File: config.mk
export PLATFORM = sky130hd
export DESIGN_NAME = corr_pkt_arbiter
export DESIGN_NICKNAME = d
export VERILOG_FILES = /design/src/rtl/corr_pkt_arbiter.sv
export SDC_FILE = /design/constraint.sdc
export NUM_CORES = 1
export LEC_CHECK = 0
export ABC_CLOCK_PERIOD_IN_PS = 2500
export CAP_MARGIN = 20
export CORE_ASPECT_RATIO = 1.4
export CORE_UTILIZATION = 35
export CTS_CLUSTER_DIAMETER = 60
export DETAILED_ROUTE_END_ITERATION = 8
export GPL_TIMING_DRIVEN = 0
export PLACE_DENSITY = 0.66
export SLEW_MARGIN = 20
export SYNTH_ARGS = -nofsm -noshare
export SYNTH_HDL_FRONTEND = slang
export SYNTH_SLANG_ARGS = --single-unit
File: constraint.sdc
create_clock -name i_clk -period 2.5 [get_ports i_clk]
set_input_delay 0.5 -clock i_clk [delete_from_list [all_inputs] [get_ports i_clk]]
set_output_delay 0.5 -clock i_clk [all_outputs]
set_load 0.005 [all_outputs]
File: src/rtl/corr_pkt_arbiter.sv
// Round-robin arbiter that captures one correlator result packet at a time and
// serialises it onto a shared byte-wide FIFO push port behind a source header.
module corr_pkt_arbiter #(
  parameter int unsigned N_SRC     = 4,
  parameter int unsigned PKT_BYTES = 5,
  parameter logic [3:0]  HDR_TAG   = 4'hA
) (
  input  logic                         i_clk,
  input  logic                         i_rst,
  input  logic                         i_cg,
  input  logic                         i_flush,
  input  logic [N_SRC-1:0]             i_req,
  input  logic [N_SRC*PKT_BYTES*8-1:0] i_pkt,
  output logic [N_SRC-1:0]             o_ack,
  output logic [7:0]                   o_data,
  output logic                         o_valid,
  input  logic                         i_ready,
  output logic                         o_busy,
  output logic [$clog2(N_SRC)-1:0]     o_rrPtr
);

  localparam int unsigned PtrW = $clog2(N_SRC);
  localparam int unsigned IdxW = $clog2(PKT_BYTES + 1);
  localparam int unsigned PayW = PKT_BYTES * 8;

  typedef enum logic [0:0] {StIdle, StSend} state_e;

  state_e            state_q, state_d;
  logic [PtrW-1:0]   rr_q, rr_d;
  logic [PtrW-1:0]   win_q, win_d;
  logic [IdxW-1:0]   idx_q, idx_d;
  logic [PayW-1:0]   pay_q, pay_d;
  logic [7:0]        data_q, data_d;
  logic              valid_q, valid_d;

  logic [PtrW-1:0]   pick;
  logic [PtrW-1:0]   cand;
  logic              found;
  logic              grant;

  // First pending source at or after the round-robin pointer, wrapping.
  always_comb begin
    pick  = rr_q;
    cand  = rr_q;
    found = 1'b0;
    for (int unsigned i = 0; i < N_SRC; i++) begin
      cand = PtrW'((32'(rr_q) + i) % N_SRC);
      if (!found && i_req[cand]) begin
        found = 1'b1;
        pick  = cand;
      end
    end
  end

  assign grant = (state_q == StIdle) && i_cg && found && !i_flush && !i_rst;

  always_ff @(posedge i_clk or posedge i_rst) begin
    if (i_rst) begin
      state_q <= StIdle;
      rr_q    <= '0;
      win_q   <= '0;
      idx_q   <= '0;
      pay_q   <= '0;
      data_q  <= '0;
      valid_q <= 1'b0;
    end else begin
      state_q <= state_d;
      rr_q    <= rr_d;
      win_q   <= win_d;
      idx_q   <= idx_d;
      pay_q   <= pay_d;
      data_q  <= data_d;
      valid_q <= valid_d;
    end
  end

  always_comb begin
    state_d = state_q;
    rr_d    = rr_q;
    win_d   = win_q;
    idx_d   = idx_q;
    pay_d   = pay_q;
    data_d  = data_q;
    valid_d = valid_q;
    if (i_cg) begin
      unique case (state_q)
        StIdle: begin
          if (grant) begin
            state_d = StSend;
            win_d   = pick;
            rr_d    = PtrW'((32'(pick) + 1) % N_SRC);
            pay_d   = i_pkt[32'(pick) * PayW +: PayW];
            idx_d   = '0;
            data_d  = {HDR_TAG, 4'(pick)};
            valid_d = 1'b1;
          end
        end
        StSend: begin
          if (i_flush) begin
            state_d = StIdle;
            valid_d = 1'b0;
            idx_d   = '0;
          end else if (i_ready) begin
            if (idx_q == IdxW'(PKT_BYTES)) begin
              state_d = StIdle;
              valid_d = 1'b0;
              idx_d   = '0;
            end else begin
              // Index k on the wire is payload byte k-1, so preload byte idx_q.
              data_d = pay_q[32'(idx_q) * 8 +: 8];
              idx_d  = idx_q + IdxW'(1);
            end
          end
        end
        default: state_d = StIdle;
      endcase
    end
  end

  always_comb begin
    o_ack       = '0;
    o_ack[pick] = grant;
    o_data      = data_q;
    o_valid     = valid_q;
    o_busy      = (state_q == StSend);
    o_rrPtr     = rr_q;
  end

endmodule

## Word-level counts from Yosys, hierarchy flattened

Index checks and enable logic that the tools add are counted.

- Register bits after elaboration: 55
- Input bits: 169

- Bitwise gates (word level): 2
- $lt $le $gt $ge: 6
- Eq/ne operators: 7
- Reductions and logical operators: 17
- Mux-type cells: 37
- $add $sub $neg: 5
- $mul: 1
- Shifts and indexed selects: 2

Operators with widths:

| cell | count |
|---|---|
| $shiftx 160x9->40 | 1 |
| $shiftx 40x7->8 | 1 |
| $mux 8 | 4 |
| $mux 1 | 17 |
| $pmux 8 s2 | 1 |
| $lt 2x3->1 const B | 5 |
| $mux 3 | 4 |
| $bmux 1 s2 | 4 |
| $logic_and 1x1->1 | 8 |
| $ne 2x2->1 const B | 4 |
| $mux 2 | 3 |
| $pmux 3 s2 | 1 |
| $reduce_and 3->1 | 2 |
| $logic_not 1->1 | 5 |
| $mul 2x3->5 const B | 1 |
| $reduce_and 5->1 | 1 |
| $add 2x1->2 const B | 2 |
| $add 2x2->2 const B | 2 |
| $and 4x4->4 | 1 |
| $pmux 1 s2 | 2 |
| $reduce_and 4->1 | 1 |
| $add 3x1->3 const B | 1 |
| $eq 3x3->1 const B | 1 |
| $ne 3x2->1 const B | 1 |
| 4 further kinds | 4 |

## Logic depth before layout (Yosys ltp)

Gate-level depths: netlist (run 1).

- Depth in word-level cells: 17
- Gate-level depth with buffers: 9

## Worst setup path after synthesis (run 1)

OpenSTA, ideal clock, no wires.

- Kind: input to output
- From: in i_req[0]
- To: out o_ack[0]
- Data arrival time: 1,709 ps
- Stages: 9
- Setup slack: 291 ps
- Cells stage by stage: nor2b_1 -> o21bai_1 -> o311a_1 -> buf_2 -> buf_6 -> buf_4 -> inv_1 -> ha_1 -> and3_1

- Cells in the longest elaborated chain, start to end: 17
- Elaborated cells on any way between the ends: 30

RTL lines:

| item | line | RTL |
|---|---|---|
| from (decl) | 12 | `input logic [N_SRC-1:0] i_req,` |
| $bmux 1 s2 | 48 | `if (!found && i_req[cand]) begin` |
| $mux 1 (not written as such) | 48 |  |
| $mux 1 | 48 |  |
| $logic_not 1->1 | 48 |  |
| $logic_and 1x1->1 | 48 |  |
| $mux 1 | 48 |  |
| $logic_not 1->1 | 48 |  |
| $logic_and 1x1->1 | 48 |  |
| $mux 1 | 48 |  |
| $logic_not 1->1 | 48 |  |
| $logic_and 1x1->1 | 48 |  |
| $mux 2 | 48 |  |
| $lt 2x3->1 (not written as such) / $ge 2x1->1 (equally long branches) | 122 | `o_ack[pick] = grant;` |
| $logic_and 1x1->1 (not written as such) | 122 |  |
| $mux 1 (not written as such) | 122 |  |
| $demux 1 s2 | 122 |  |
| $and 4x4->4 (no line) (*) | n/a |  |
| to (decl) | 14 | `output logic [N_SRC-1:0] o_ack,` |

Mark *: on every way between the ends. The rest lies on a longest branch, timed or not. The select of a mux whose other input is x is not followed.

## Worst setup path in the final report (run 1)

- From: reg rr_q[0] (netlist: o_rrPtr[0])
- To: out o_ack[0]

- Cells in the longest elaborated chain, start to end: 17
- Elaborated cells on any way between the ends: 33

RTL lines:

| item | line | RTL |
|---|---|---|
| from (decl) | 29 | `logic [PtrW-1:0] rr_q, rr_d;` |
| from (signal assigned) | 68 | `rr_q <= rr_d;` |
| parallel branches: the longest is 16 deep, another holds $lt 2x3->1 | n/a |  |
| $and 4x4->4 (no line) (*) | n/a |  |

Mark *: on every way between the ends. The select of a mux whose other input is x is not followed.

==> metrics.md, run 1 <==
| Metric | Value |
|---|---|
| Worst path required time | 2.00 ns |
| Synth Area in Compound Gates | 0.202 |
| Share of layout cells above drive strength 1 | 0.204 |
| Final WL | 12100 um |
| GRT Overall Usage | 0.216 |
| CTS tree | yes |
| Cell Pwr Density | about 770 nW/um2 |
| Max-slew headroom | 0.548 |
| Post-synth EDFFs | 0 |
| TritonRoute pass-1 iters | 6 |
| Cell-by-cell trace of the critical path | buf_4 > nor2b_2 > a221o_1 > o22ai_4 > buf_4 > ha_1 > and3_1 > buf_2 |
| Crit Path Category | reg -> out |
| GR Util met2 | 0.433 |
| Die Wd | 90.9 um |
| Hold Vio Cnt, Final | 0 |
| Post-Syn Area | around 3900 um2 |
| Vias | 3507 |
| Top delay family on crit path | compound AO/OA/AOI/OAI gates |
| Root buffer selected by CTS | clkbuf_16 |
| Final Max Tran Viols | 0 |
| Post-synthesis adder-cell area fraction | 0.0129 |
| CP max FO | 4 |
| Avg Inst Size Synth | 11.3 um2 |
| Hold Crit Class | reg -> reg |
| Antenna Violating Nets Remaining | 0 |
| P_int | between 3 and 4 mW |
| Port Buffers | approximately 180 |
| Sw Ratio | 0.362 |
| Worst-Margin Slew | between 0.6 and 0.7 ns |
| GRT overflow | 0 |
| Status | finished, final reports clean |
| CP max stage delay | roughly 0.38 ns |
| Layout area overhead | 57.8% |
| Ys Warns | 0 |
| Setup crit end kind | output port |
| Filler instances | between 900 and 1000 |
| Ys async rst share | 1.00 |
| Residual DRC count | 0 |
| Max Freq | around 420 MHz |
| M1 GR Usage | 0.239 |
| VDD IR max | between 0.0003 and 0.0004 V |
| Final Cycle Share | 0.951 |
| Setup violators final | 0 |
| Sequential element share of the synthesized area | 0.355 |
| WL/cell | 17.7 um |
| Core area | approximately 11000 um2 |
| NetSw | approximately 1.7 mW |
| Dpl hpwl | a little under 10000 um |
| GR peak layer | met2 |
| Initial core utilization | 0.358 |
| Crit-path slowest cell | dfrtp_1 |
| H-tree levels | 2 |
| Mux cell area share after synthesis | 0.265 |
| Number of DRC markers in iteration 0 | around 120 |
| Crit path time final | 2.38 ns |
| Gate Count Post-Synth | roughly 340 |
| Combinational Power Share | 0.521 |
| Global-route wire length before repair | ~19000 um |
| DIE AREA | between 10000 and 15000 um2 |
| Xor/xnor share of the synthesized area | 0 |
| RSZ-0062 raised after global routing | no |
| Post-route setup slack | 0.123 ns |
| Ports | 185 |
| Post-DR vias/cell | 5.13 |
| Register share of total power | 0.333 |
| Met3 GRT Util | 0.0276 |
| Worst Skew | 0.00610 ns |
| Pin count of the biggest net entering global routing | between 50 and 60 |
| Vias in the first global route | between 3000 and 4000 |
| Chip height | 126 um |
| Initial antenna violation count | 0 |
| Num CTS Buffers | 5 |
| CTS clk-pin slew, worst paths | ~0.070 ns |
| CTS sink count | 55 |
| Post-layout util | 0.565 |
| Placement Setup Slack | -1.03 ns |
| Number of distinct library cells after synthesis | 37 |
| Setup crit start kind | flop |
| LEAKAGE | about 2.6 nW |
| Ys flop type | dfrtp_1 |
| Rows | 45 |
| Synthesized flop and latch total | 55 |
| Fin nets | about 720 |
| ANT cells | 0 |
| CP dominant cell by count | buf_4 |
| Combinational family with the most area after synthesis | multiplexers |
| Critical path buffers and inverters | 3 |
| Hold WS | ~0.48 ns |
| Maximum Capacitance Violations | 0 |
| Post-Synth Simple-Gate Area | 0.107 |
| Crit path arrival time | ~1.9 ns |
| Clk buf depth | 2 |
| Clk_lat worst skew | around 0.29 ns |
| Clock power frac | 0.147 |
| Post-Syn Nets | ~520 |
| Gpl congestion | 0.839 |
-- repair_timing --
| item | CTS | global route |
|---|---|---|
| hold buffers | 0 | 0 |
| resized for setup | 45 | 2 |
| pin swaps | 3 | 2 |
| gates cloned | 0 | 0 |
| endpoints found under the setup margin | 5 | 4 |
| setup buffers | 7 | 3 |
-- final cells by class --
class,instances,area (um2),share of cell area
multi-input cells,252,2290,0.375
repair buffers,194,1890,0.309
flip-flops and latches,55,1380,0.225
plain buffers,27,208,0.0340
well taps,141,176,0.0289
clock buffers,6,129,0.0211
inverters,7,28.8,0.00471
clock inverters,2,12.5,0.00205
-- Yosys cell counts (2+ instances only) --
cell,instances,area share
mux2i_1,80,0.21
dfrtp_1,55,0.36
nor2_1,51,0.049
a221oi_2,40,0.16
nand2_1,15,0.015
buf_2,10,0.013
buf_6,9,0.026
o21ai_0,9,0.012
mux4_2,8,0.047
inv_1,7,0.0068
clkbuf_1,5,0.0048
a221oi_1,4,0.0090
and3_1,4,0.0065
buf_4,4,0.0078
ha_1,4,0.013
mux2_2,4,0.012
nor2b_1,4,0.0065
a21oi_1,3,0.0039
nand3_1,3,0.0039
or2_2,3,0.0048
a22oi_1,2,0.0039
and2_1,2,0.0032
nor3_1,2,0.0026
-- registers in the layout (all words and copies together), names as in the netlist --
| register | cells |
|---|---|
| idx_q | 3 |
| o_busy | 1 |
| o_data | 8 |
| o_rrPtr | 2 |
| o_valid | 1 |
| pay_q | 40 |
-- placed cells by master (no fill, tap or decap), types with 6 or more instances in the layout --
master             n
o21ai_0            9
clkdlybuf4s50_1  176
dfrtp_1           54
buf_4             12
mux2i_1           80
buf_6             10
clkbuf_1           6
nor2_1            51
a221oi_2          40
buf_2             16
nand2_1           15
mux4_2             8
-- layer usage --
| layer | wire length, um | vias up |
|---|---|---|
| met4 | 173 | 0 |
| met2 | 6950 | 116 |
| met3 | 460 | 14 |
| met1 | 4540 | 1685 |
| li1 | - | 1692 |
| met5 | 0 | - |
-- worst paths after layout --
path                                         from                     end  slack [ns]  depth (start not counted)
setup / recovery           o_rrPtr[0]$_DFFE_PP0P_                o_ack[0]        0.12                          8
hold / removal              o_data[0]$_DFFE_PP0P_   o_data[0]$_DFFE_PP0P_        0.48                          2
setup reg to reg               o_busy$_DFFE_PP0P_   pay_q[15]$_DFFE_PP0P_        0.39                          7
hold reg to reg             o_data[0]$_DFFE_PP0P_   o_data[0]$_DFFE_PP0P_        0.48                          2
max in group asynchronous                   i_rst  o_rrPtr[1]$_DFFE_PP0P_        1.26                          2
min in group asynchronous                   i_rst   o_data[3]$_DFFE_PP0P_        0.72                          2
-- kinds of logic (layout without fill, tap and decap cells) --
family,count (synthesis),after routing
AOI/OAI and AO/OA,66,66
adders and majority gates,4,4
buffers and inverters,35,236
DFF,55,55
muxes,92,92
and+or+nand+nor,90,90
-- per-stage QoR --
stage	instance area (um2)	total power, mW	std cells	TNS, ns
finish	6110	4.73	684	0
floorplan	3870	3.06	342	0
CTS	6100	4.76	682	0
detailed placement	5890	3.92	667	-12.42
global route	6110	5.02	684	0
global placement	5890	3.89	667	-32.55
-- worst min-delay path, cell delays in order (launching register included) --
cell     delay, ns
dfrtp_1       0.34
nand2_1       0.05
o31ai_1       0.05
-- power groups by stage --
stage               registers, mW  clock network (mW)  logic [mW]
finish                       1.57               0.694        2.46
floorplan                    1.46                   0        1.60
global placement             1.58                   0        2.31
CTS                          1.57               0.697        2.49
global route                 1.61               0.735        2.67
detailed placement           1.58                   0        2.34
(Power assumes the default switching activity.)
==> run 2: changes to the inputs <==
--- a/config.mk
+++ b/config.mk
@@ -13,7 +13,7 @@
 export DETAILED_ROUTE_END_ITERATION = 8
 export GPL_TIMING_DRIVEN = 0
 export PLACE_DENSITY = 0.66
-export SLEW_MARGIN = 20
+export SLEW_MARGIN = 0
 export SYNTH_ARGS = -nofsm -noshare
 export SYNTH_HDL_FRONTEND = slang
 export SYNTH_SLANG_ARGS = --single-unit
==> run 2 against run 1 <==
  * Worst setup slack got worse by 0.068 ns
  * Maximum frequency down 2.8%
  * Core utilization grew 0.93 points
==> metrics.md, run 2 (same netlist as run 1, synthesis figures left out) <==
| Metric | Value |
|---|---|
| ANT cells | 0 |
| Worst Skew | around 0.0063 ns |
| Filler instances | approximately 960 |
| Post-DR vias/cell | between 5 and 6 |
| Num CTS Buffers | 5 |
| Final WL | 12300 um |
| GRT Overall Usage | 0.216 |
| Cell Pwr Density | 777 nW/um2 |
| Most frequent cells in the layout | clkdlybuf4s50_1, mux2i_1, dfrtp_1 |
| Residual DRC count | 0 |
| Setup violators final | 0 |
| Dpl hpwl | 9880 um |
| Crit Path Category | in -> out |
| Number of DRC markers in iteration 0 | 126 |
| Top delay family on crit path | buffers and inverters |
| DIE AREA | 11500 um2 |
| H-tree levels | 2 |
| Vias | 3550 |
| Critical path buffers and inverters | 4 |
| Crit path arrival time | approximately 1.9 ns |
| Port Buffers | about 180 |
| Fin Setup TNS | 0 ns |
| Final cell count without fillers | slightly below 700 |
| Root buffer selected by CTS | clkbuf_16 |
| Max Freq | around 410 MHz |
| Setup crit end kind | output port |
| Share of layout cells above drive strength 1 | 0.218 |
| Die Wd | between 90 and 100 um |
| Worst-Margin Slew | 0.592 ns |
| Gpl congestion | approximately 0.84 |
| TritonRoute pass-1 iters | 4 |
| Cts-stage hold buffer count | 0 |
| Cell-by-cell trace of the critical path | buf_2 > nor2b_1 > a221o_1 > o22ai_4 > buf_4 > buf_4 > ha_4 > and3_4 > buf_2 |
| Post-route setup slack | between 0.05 and 0.06 ns |
| Antenna Violating Nets Remaining | 0 |
| WL/cell | around 18 um |
| Status | finished, final reports clean |
| Maximum Capacitance Violations | 0 |
| Worst path required time | around 2.0 ns |
| Layout area overhead | 60.4% |
| Vias in the first global route | between 3000 and 4000 |
| CTS tree | yes |
| CTS clk-pin slew, worst paths | 0.08 ns |
| Placement Setup Slack | -1.02 ns |
| Core area | between 10000 and 15000 um2 |
| Hold Vio Cnt, Final | 0 |
| VDD IR max | around 0.00033 V |
| Design area | a little over 6000 um2 |
| Fin nets | between 700 and 800 |
| Clk_lat worst skew | 0.29 ns |
| Setup crit start kind | input pin |
| Chip height | roughly 130 um |
| Crit path time final | 2.44 ns |
| Clk buf depth | 2 |
| LEAKAGE | between 2 and 3 nW |
| Most common cell after layout, fill and taps aside | clkdlybuf4s50_1 |
| Dpl cells | around 670 |
| Final Max Tran Viols | 0 |
| Pin count of the biggest net entering global routing | 32 |
| Initial core utilization | 0.358 |
| Max-slew headroom | 0.602 |
| Rows | between 40 and 50 |
| CP max stage delay | roughly 0.30 ns |
| Area of the multi-input gates | ~2300 um2 |
| GRT overflow | 0 |
| Global-route wire length before repair | slightly below 20000 um |
| CTS sink count | 55 |
| Most flop-heavy register | pay_q |
| Register area | between 1000 and 1500 um2 |
| Initial antenna violation count | 0 |
| Hold Crit Class | reg -> reg |
| Largest register FFs | 40 |
| Final Cycle Share | 0.978 |
| Placed cell areas | 5910 um2 |
| Ports | about 190 |
| Crit-path slowest cell | a221o_1 |
| CP max FO | 5 |
-- run 2: worst paths after layout --
path / startpoint / to / slack (ns) / depth (start not counted)
max: i_req[2] / o_ack[0] / 0.06 / 9
min: o_data[2]$_DFFE_PP0P_ / o_data[2]$_DFFE_PP0P_ / 0.48 / 2
max reg2reg: o_busy$_DFFE_PP0P_ / pay_q[20]$_DFFE_PP0P_ / 0.38 / 7
min reg2reg: o_data[2]$_DFFE_PP0P_ / o_data[2]$_DFFE_PP0P_ / 0.48 / 2
max in group asynchronous: i_rst / o_rrPtr[1]$_DFFE_PP0P_ / 1.26 / 3
min in group asynchronous: i_rst / pay_q[34]$_DFFE_PP0P_ / 0.67 / 2
-- run 2: area by class of cell --
type | instances | area share
buffer | 27 | 0.0348
multi-input combinational | 252 | 0.376
clock buffer | 5 | 0.0201
clock inverter | 3 | 0.00322
inverter | 7 | 0.00463
timing repair buffer | 197 | 0.311
tap | 141 | 0.0284
sequential | 55 | 0.222
-- run 2: metrics by stage --
stage          utilization  hold slack [ns]  power, mW
2_1_floorplan            -            0.473       3.06
3_3_place_gp         0.545            0.464       3.89
3_5_place_dp         0.547            0.471       3.92
4_1_cts              0.567            0.488       4.79
5_1_grt              0.575            0.508       5.11
6_report             0.575            0.480       4.83
-- run 2: what timing repair did --
action	CTS	global route
pin swaps	2	2
endpoints found under the setup margin	5	4
setup buffers	9	3
resized for setup	43	12
-- run 2: report_power, final --
group	switching [mW]	internal, mW
Combinational	1.14	1.41
Sequential	0.290	1.28
Clock	0.332	0.370
Total	1.76	3.07
-- run 2: per-layer routing --
| metal | GRT usage | part of all wire |
|---|---|---|
| met3 | 0.0276 | 0.043 |
| met5 | 0 | 0 |
| met1 | 0.240 | 0.37 |
| met2 | 0.429 | 0.57 |
| met4 | 0.0542 | 0.018 |
-- run 2: worst register-to-register path: cells and delay by family (launching register included) --
kind                   cells  cell delay [ns]
AOI/OAI and AO/OA          1             0.19
buffers and inverters      3             0.74
DFF                        1             0.38
and+or+nand+nor            3             0.73
